### src/rtl/z_pwm.sv
// rtl/z_pwm.sv - phase-accumulator PWM with per-period end tick
// Optional feature: define ZPWM_DUTY_LATCH_EN to latch cyc_duty at each period wrap.
module z_pwm #(
    parameter int pWIDTH  = 10,
    parameter int pPERIOD = 210,
    parameter int pINC    = 5
) (
    input  logic              clk,
    input  logic              rst_n,
    input  logic              en,
    input  logic [pWIDTH-1:0] cyc_duty,
    output logic              wave,
    output logic              end_tick
);

    localparam logic [pWIDTH-1:0] WRAP_AT = pWIDTH'(pPERIOD - pINC);
    localparam logic [pWIDTH-1:0] STEP    = pWIDTH'(pINC);

    logic [pWIDTH-1:0] cnt;
    logic [pWIDTH-1:0] duty_cmp;
    logic              wrap;

    assign wrap = (cnt >= WRAP_AT);

`ifdef ZPWM_DUTY_LATCH_EN
    logic [pWIDTH-1:0] duty_q;

    // Duty only changes on a wrap edge so each period is glitch-free.
    always_ff @(posedge clk or posedge rst_n) begin
        if (rst_n) begin
            duty_q <= '0;
        end else if (en && wrap) begin
            duty_q <= cyc_duty;
        end
    end

    assign duty_cmp = duty_q;
`else
    assign duty_cmp = cyc_duty;
`endif

    // rst_n is active-high despite its name.
    always_ff @(posedge clk or posedge rst_n) begin
        if (rst_n) begin
            cnt      <= '0;
            wave     <= 1'b0;
            end_tick <= 1'b0;
        end else if (en) begin
            wave <= (cnt < duty_cmp);
            if (wrap) begin
                cnt      <= '0;
                end_tick <= 1'b1;
            end else begin
                cnt      <= cnt + STEP;
                end_tick <= 1'b0;
            end
        end else begin
            wave     <= 1'b0;
            end_tick <= 1'b0;
        end
    end

endmodule

### config.mk
export PLATFORM = sky130hd
export DESIGN_NAME = z_pwm
export DESIGN_NICKNAME = d
export VERILOG_FILES = /design/src/rtl/z_pwm.sv
export SDC_FILE = /design/constraint.sdc
export NUM_CORES = 1
export LEC_CHECK = 0
export ABC_AREA = 1
export CAP_MARGIN = 20
export CORE_MARGIN = 4
export CORE_UTILIZATION = 40
export DETAILED_ROUTE_END_ITERATION = 16
export HOLD_SLACK_MARGIN = 0.12
export PLACE_DENSITY = 0.6
export SLEW_MARGIN = 20
export SYNTH_ARGS = -nofsm -noshare
export SYNTH_HDL_FRONTEND = slang
export SYNTH_SLANG_ARGS = --single-unit
### constraint.sdc
create_clock -name clk -period 1.7 [get_ports clk]
set_clock_uncertainty 0.15 [all_clocks]
set_input_delay 0.255 -clock clk [delete_from_list [all_inputs] [get_ports clk]]
set_output_delay 0.255 -clock clk [all_outputs]
set_load 0.02 [all_outputs]
* After elaboration in Yosys (flattened, before gate mapping)
Cells that the tools add are included.
W data, S select, Z words.
** Cells by class
- Add/sub/neg operators :: 1
- Magnitude comparators :: 2
- Multiplexer cells :: 4
** Operator list (count)
- $add A10 B3 Y10 const B :: 1
- $ge A10 B8 Y1 const B :: 1
- $lt A10 B10 Y1 :: 1
- $mux W10 :: 1
- $mux W1 :: 3
** Word-level totals
- Register bits :: 12
- Output and inout port bits :: 2
- Word-level logic and storage cells :: 10

* Logic depth before layout (Yosys ltp)
Gate-level depths: netlist (run 1).
- Depth in word-level cells :: 3
- Mapped depth :: 9
- Gate-level depth less buffers :: 9

* Least setup slack after synthesis (run 1)
OpenSTA, ideal clock, no wires.
- Kind :: reg-to-reg
- Start :: register cnt[5]
- End :: register wave
- Setup time :: 0.122 ns
- Arrival time :: 1.070 ns
- Data required time :: 1.428 ns
- Path slack :: 0.358 ns
- Cell stages (with the launch flop) :: 6
- Path buffers :: 0
- Clock period less this slack :: 1.342 ns
- Cells stage by stage :: dfrtp_1 ha_1 nand2_1 o21bai_1 a21boi_0 nor2_1
** On the way
- Word-level cells in the longest chain between the ends :: 2
** Ends and longest elaborated chain
- from (decl) :: RTL line 19 : logic [pWIDTH-1:0] cnt;
- from (signal assigned) :: RTL line 54 : cnt <= cnt + STEP;
- $lt A10 B10 Y1 :: RTL line 49 : wave <= (cnt < duty_cmp);
- $mux W1 :: RTL line 48 : end else if (en) begin
- to (signal assigned) :: RTL line 49
- to (decl) :: RTL line 12 : output logic wave,
Every way passes these cells.
A chain may end at the register's enable or synchronous reset.

* Worst setup path after layout (run 1)
- Start :: register wave
- End :: output wave
No word-level cell between the ends.

==> results of run 1 <==
## sequential cells by signal, indices dropped and copies added (netlist names)
signal,flops
cnt,10
end_tick,1
wave,1
## power breakdown
part	switching [mW]	internal (mW)	leakage (nW)
clock network	0.103	0.130	0.0210
logic	0.349	0.278	0.461
registers	0.124	0.382	0.151
total	0.576	0.790	0.633
## cells in the mapped netlist, types with 2 or more instances
master,instances
a21oi_2,4
o21ai_1,5
nor2_2,2
nand2_1,33
ha_1,12
nor2_1,12
dfrtp_1,12
a21oi_1,6
inv_1,28
## worst paths after layout
path	cells after the start	end	slack, ps
min in group clk	2	cnt[9]	380
max in group asynchronous	2	cnt[9]	920
max	1	wave	100
max reg2reg	9	cnt[1]	250
min	2	cnt[2]	150
min reg2reg	2	cnt[9]	380
## metrics by stage
step                      TNS, ps  hold WS [ps]  instance area (um^2)  instances  setup slack (ps)
after floorplan                 0         -30.3                   897        124               358
after global placement      -30.9           362                  1090        167             -30.9
after detailed placement    -65.2           369                  1090        167             -65.2
after CTS                       0           175                  1120        171              90.2
after global routing            0           214                  1120        171              75.6
final                           0           147                  1120        171              98.6
## placed cells by master, fill, tap and decap left out, drive strengths merged
cell and count:
a21boi 1, a21o 1, a21oi 10, buf 3
clkbuf 4, clkdlybuf4s50 14, dfrtp 12, ha 12
inv 29, nand2 35, nand3 1, nand3b 1
nor2 14, o21ai 5, o21bai 1, xor2 1
## cell type report
class / instances / area, um^2
Clock buffer: 4 / 36.3
Fill cell: 197 / 917
Inverter: 29 / 109
Multi-Input combinational cell: 82 / 483
Sequential cell: 12 / 300
Tap cell: 27 / 33.8
Timing Repair Buffer: 17 / 163
## layer usage
layer,track usage [%],vias to the layer above,part of all wire [%]
li1,-,415,-
met1,15.5,327,49
met2,19.6,12,46
met3,3.73,2,4.5
met4,3.13,0,0.70
met5,0,-,0
## kinds of logic after synthesis
family	after synthesis	synth area share [%]
buffers and inverters	30	12.7
AOI/OAI and AO/OA	18	12.6
and+or+nand+nor	51	23.6
adders and majority gates	12	16.7
xor gates and xnor gates	1	0.976
DFF	12	33.5
==> impl_metrics.ini, run 1 <==
[die]
die_w_um = 55.4
coreArea_mm2 = 0.00204
dieArea_mm2 = 0.00306
initial_core_util_pct = 43.9
ios = 15
die_h_um = 55.4
rows = 16

[min_path]
hp-class = in2async

[clock_network]
clk-insertion-delay-late_ps = 280
cts-resized-gates = 0
clock_path_buffers = 2
cts.htree.levels = 1
cts_inserted_buffers = 3
cts_tree = yes
post_cts_buffers = 0
clkTransAtPathRegs_ps = 90
clock_sinks = 12
hold_buffers = 0
cts_root_buffer = clkbuf_4

[place]
gp_congestion = 0.763
port_buffers = 14
dpl.hpwl_mm = 1.38

[pwr]
peakVddDrop_uv = 773
powerDensity_mw_per_mm2 = 1210
p_leak_nw = 0.633
power_mw = 1.37

[worst_setup_path]
crit_start = wave
cp_num_buf_inv = 1
critPathArrivalTime_ps = 1200
worstPathCellList = clkdlybuf4s50_1
cp_slowest_stage_delay_ps = 590
crit_path_end_kind = output pin
cp_data_required_time_ps = 1290
reg2reg_from = cnt[1]
cp_top_family = buffers and inverters
cp-start-kind = flip-flop
critPathSlowestCell = clkdlybuf4s50_1
crit_fanout = 1
critPathKind = reg2out

[drt]
drtIter0Drc = 6
wirelength_mm = 1.72
num_vias = 756
post-route-drc-count = 0
post_drt_wl_per_cell_um = 10.1
drt-vias-per-instance = 4.42
drt_pass1_iterations = 2
postRouteAntennaNets = 0

[global_route]
gr-total-overflow = 0
grt_usage_pct = 12.1
grt_pass1_vias = 718
antenna_found_initial = 0
grt_first_pass_wirelength_mm = 3.03
grt_max_degree = 13

[sta]
rsz0062_at_grt = no
layout_min_cycle_time_ps = 1600
tightest_slew_ps = 487
slew_violations = 0
setup_viol = 0
hold_viol = 0
timing.slew.headroom_pct = 67.5
post-route-period-util_pct = 94.2
fmax_ghz = 0.624

[final_layout]
diodes = 0
fin_util_pct = 55.1
drive_gt1_share_pct = 11.1
nets = 170
area_growth_pct = 25.4

[logic_synthesis]
synth.largest_area_cell = dfrtp_1
synth_ff_type = dfrtp_1
syn_area_per_cell_um2 = 7.23
ys_seq_area_share_pct = 33.5
synth_nets = 149
synth_seq_cells = 12
synth_edf_count = 0
yosys-top-cells-area = dfrtp_1 (33%), ha_1 (17%), nand2_1 (14%), inv_1 (12%), nor2_1 (5.0%)
yosysWarnings = 0
synth_top_area_share_pct = 33.5
synthArstFlopShare_pct = 100
synth_area_um2 = 897
ys_types = 19
synth_cells = 124

[flow_run]
maxCapViolCount = 0

[status]
status = completed
(Power assumes the default switching activity.)
==> inputs of run 2 (changes only) <==
- clock period: 1.7 -> 1.8 ns (I/O delays scaled with it)
==> run 2 against run 1 <==
Worst hold slack better by 11 ps. Die area unchanged. Setup slack better by 71 ps. Total power down 9.2%. Sequential power down 5.5%. Wire length up 1.7%. Clock-buffer cell count down 1. Non-clock buffer count unchanged. Via count down 1.1%. Design area down 1.2%. Critical path type unchanged. Sequential share of layout area up 0.33 points. Register-to-register slack better by 100 ps.
==> impl_metrics.ini, run 2 (synthesized netlist as in run 1, its figures left out) <==
[status]
status = completed

[global_route]
grt_pass1_vias = 711
grt_use_met3_pct = 3.73
grt_first_pass_wirelength_mm = 3.09
use_met1_pct = 15.7
grt_max_degree = 13
antenna_found_initial = 0
top_usage_layer = met2
gr-total-overflow = 0
use_met2_pct = 19.8
grt_usage_pct = 12.7

[final_layout]
drive_gt1_share_pct = 10.5
area_growth_pct = 23.8
diodes = 0
nets = 170
largest_reg_flops = 10
fin_util_pct = 54.4
largest_register = cnt
mostFrequentLayoutCells = nand2_1 (33), inv_1 (28), clkdlybuf4s50_1 (14)
top_regs = cnt: 10 flops, end_tick: 1 flops, wave: 1 flops
instances_no_fill = 170
fillers = 226
layout_commonest_cell = nand2_1
post-route-cell-area_mm2 = 0.00111

[worst_setup_path]
cp-start-kind = flip-flop
worstPathCellList = clkdlybuf4s50_1
critPathKind = reg2out
critPathArrivalTime_ps = 1210
cp_top_family = buffers and inverters
reg2reg_from = cnt[1]
cp_data_required_time_ps = 1380
cp_num_buf_inv = 1
crit_path_end_kind = output pin
critPathSlowestCell = clkdlybuf4s50_1
cp_slowest_stage_delay_ps = 600
crit_fanout = 1
crit_start = end_tick

[pwr]
clkPwrFrac_pct = 13.8
p_leak_nw = 0.626
intPower_mw = 0.700
p_switching_mw = 0.540
seq_power_share_pct = 38.6
swShare_pct = 43.5
powerDensity_mw_per_mm2 = 1120
peakVddDrop_uv = 643
combPwrFrac_pct = 47.7
power_mw = 1.24

[sta]
timing.slew.headroom_pct = 66.8
fin_setup_tns_ps = 0
tightest_slew_ps = 497
timing.hold.ws_ps = 159
setup_viol = 0
fmax_ghz = 0.613
rsz0062_at_grt = no
hold_viol = 0
layout_min_cycle_time_ps = 1630
post-route-period-util_pct = 90.6
slew_violations = 0
finalWorstSetupSlack_ps = 170

[min_path]
hp-class = in2async

[die]
ios = 15
initial_core_util_pct = 43.9
dieArea_mm2 = 0.00306
die_w_um = 55.4
rows = 16
die_h_um = 55.4
coreArea_mm2 = 0.00204

[clock_network]
clk-insertion-delay-late_ps = 270
clkTransAtPathRegs_ps = 80
cts_root_buffer = clkbuf_4
cts_inserted_buffers = 3
clock_sinks = 12
cts.htree.levels = 1
hold_buffers = 0
cts_tree = yes
clock_path_buffers = 2
post_cts_buffers = 0
cts-resized-gates = 0

[drt]
drtIter0Drc = 7
postRouteAntennaNets = 0
drt_pass1_iterations = 2
wirelength_mm = 1.75
drt-vias-per-instance = 4.40
post_drt_wl_per_cell_um = 10.3
post-route-drc-count = 0
num_vias = 748

[place]
dpl.hpwl_mm = 1.43
dpl-instance-area_mm2 = 0.00109
preCtsSetupSlack_ps = 22.3
dp.cells = 167
gp_congestion = 0.770
port_buffers = 14

[flow_run]
maxCapViolCount = 0
-- run 2: layout make-up --
type / count / area (um^2) / share of cell area [%]
tap: 27 / 33.8 / 3.04
multi-input combinational: 82 / 483 / 43.5
inverter: 29 / 109 / 9.80
sequential: 12 / 300 / 27.0
timing repair buffer: 17 / 163 / 14.6
clock buffer: 3 / 22.5 / 2.03
-- run 2: layer usage --
| layer | wire, um | part of all wire, % | vias to the layer above |
|---|---|---|---|
| li1 | - | - | 412 |
| met1 | 874 | 50 | 324 |
| met2 | 799 | 46 | 10 |
| met3 | 66 | 3.8 | 2 |
| met4 | 12 | 0.68 | 0 |
| met5 | 0 | 0 | - |
-- run 2: worst paths after layout --
check | to | slack (ps) | depth (start not counted)
hold / removal | cnt[9] | 160 | 2
min in group clk | cnt[9] | 380 | 2
setup reg to reg | cnt[5] | 350 | 9
max in group asynchronous | cnt[2] | 1010 | 2
hold reg to reg | cnt[9] | 380 | 2
setup / recovery | end_tick | 170 | 1
-- run 2: power groups by stage --
stage          Sequential [mW]  Clock, mW  Combinational, mW
6_report                 0.478      0.171              0.591
3_3_place_gp             0.482          0              0.588
2_1_floorplan            0.456          0              0.462
3_5_place_dp             0.486          0              0.597
4_1_cts                  0.480      0.180              0.602
5_1_grt                  0.495      0.196              0.691
==> inputs of run 3 (changes only) <==
- GPL_TIMING_DRIVEN: default -> 0
- REMOVE_ABC_BUFFERS: default -> 1
==> run 3 against run 2 <==
Die area unchanged. Fmax is 1.4% higher. Clock power grew 25%. Clock-buffer cell count is 1 higher. First-iteration DRC count stayed put. Critical path depth unchanged. Cell count shrank 1.2%. Critical path type unchanged. Largest power group unchanged.
==> impl_metrics.ini, run 3 (synthesized netlist as in run 1, its figures left out) <==
[status]
status = completed

[final_layout]
instances_no_fill = 168
area_growth_pct = 23.2
post-route-cell-area_mm2 = 0.00110
largest_register = cnt
mostFrequentLayoutCells = nand2_1 (33), inv_1 (28), clkdlybuf4s50_1 (13)
nets = 167
top_regs = cnt: 10 flops, end_tick: 1 flops, wave: 1 flops
drive_gt1_share_pct = 9.22
layout_commonest_cell = nand2_1
diodes = 0
fin_util_pct = 54.1
largest_reg_flops = 10

[global_route]
grt_first_pass_wirelength_mm = 3.11
antenna_found_initial = 0
use_met1_pct = 15.7
use_met2_pct = 19.3
grt_max_degree = 14
grt_use_met3_pct = 3.50
grt_usage_pct = 12.4
grt_pass1_vias = 743
top_usage_layer = met2
gr-total-overflow = 0

[clock_network]
cts_root_buffer = clkbuf_4
cts_tree = yes
cts.htree.levels = 1
clkTransAtPathRegs_ps = 80
cts_inserted_buffers = 3
clock_sinks = 12
clock_path_buffers = 2
clk-insertion-delay-late_ps = 270
hold_buffers = 0

[place]
preCtsSetupSlack_ps = -195
dpl-instance-area_mm2 = 0.00107
port_buffers = 14
gp_congestion = 0.741
dpl.hpwl_mm = 1.36
dp.cells = 164

[die]
die_h_um = 55.4
rows = 16
initial_core_util_pct = 43.9
ios = 15
dieArea_mm2 = 0.00306
coreArea_mm2 = 0.00204
die_w_um = 55.4

[sta]
layout_min_cycle_time_ps = 1610
post-route-period-util_pct = 89.4
setup_viol = 0
rsz0062_at_grt = no
slew_violations = 0
fin_setup_tns_ps = 0
fmax_ghz = 0.622
timing.slew.headroom_pct = 58.7
finalWorstSetupSlack_ps = 192
timing.hold.ws_ps = 157
hold_viol = 0
tightest_slew_ps = 619

[flow_run]
maxCapViolCount = 0

[worst_setup_path]
crit_cells = 1
cp_data_required_time_ps = 1380
reg2reg_from = cnt[1]
reg2regPathDepth = 9
crit_fanout = 1
worstPathCellList = clkdlybuf4s50_1
cp_slowest_stage_delay_ps = 600
critPathSlowestCell = clkdlybuf4s50_1
cp_top_family = buffers and inverters
cp_num_buf_inv = 1
critPathKind = reg2out
cp-start-kind = flip-flop
crit_start = wave
crit_path_end_kind = output pin
critPathArrivalTime_ps = 1190

[drt]
num_vias = 778
postRouteAntennaNets = 0
post_drt_wl_per_cell_um = 10.1
wirelength_mm = 1.70
post-route-drc-count = 0
drt_pass1_iterations = 3
drt-vias-per-instance = 4.63
drtIter0Drc = 7

[pwr]
peakVddDrop_uv = 644
p_leak_nw = 0.628
power_mw = 1.28
powerDensity_mw_per_mm2 = 1160

[min_path]
hp-class = in2async
run 3: cell types whose count changed in the layout (fill, tap and decap cells not counted), sizes merged:
cell,before,now
dlymetal6s2s,0,1
buf,3,0
clkbuf,3,4
clkdlybuf4s50,14,13
run 3: cell type report:
class / count / area [um^2]
multi-input cells: 82 / 483
fillers: 198 / 937
flip-flops and latches: 12 / 300
repair buffers: 14 / 143
well taps: 27 / 33.8
inverters: 29 / 109
clock buffers: 4 / 36.3
run 3: worst register-to-register path: cells and delay by family, from the launching register on:
family	cells	cell delay, ps
simple gates	5	370
compound gates	1	150
fa+ha+maj	1	180
buf+inv	2	130
flops	1	420
run 3: repair_timing:
item	4_1_cts	5_1_grt
resized for setup	0	1
buffers inserted	0	0
endpoints found under the setup margin	0	5
run 3: per-layer routing:
metal	wire, um	part of all wire [%]
met1	804	47
met2	777	46
met3	86	5.1
met4	32	1.9
met5	0	0
run 3: power by group:
part | switching, mW | leakage [nW] | internal [mW]
Combinational | 0.333 | 0.456 | 0.259
Clock | 0.0903 | 0.0210 | 0.123
Sequential | 0.113 | 0.151 | 0.361
run 3: final timing paths:
path | to | slack [ps]
min reg2reg | cnt[9] | 370
max reg2reg | cnt[3] | 340
max | wave | 190
min | cnt[2] | 160
min in group clk | cnt[9] | 370
max in group asynchronous | cnt[7] | 1020
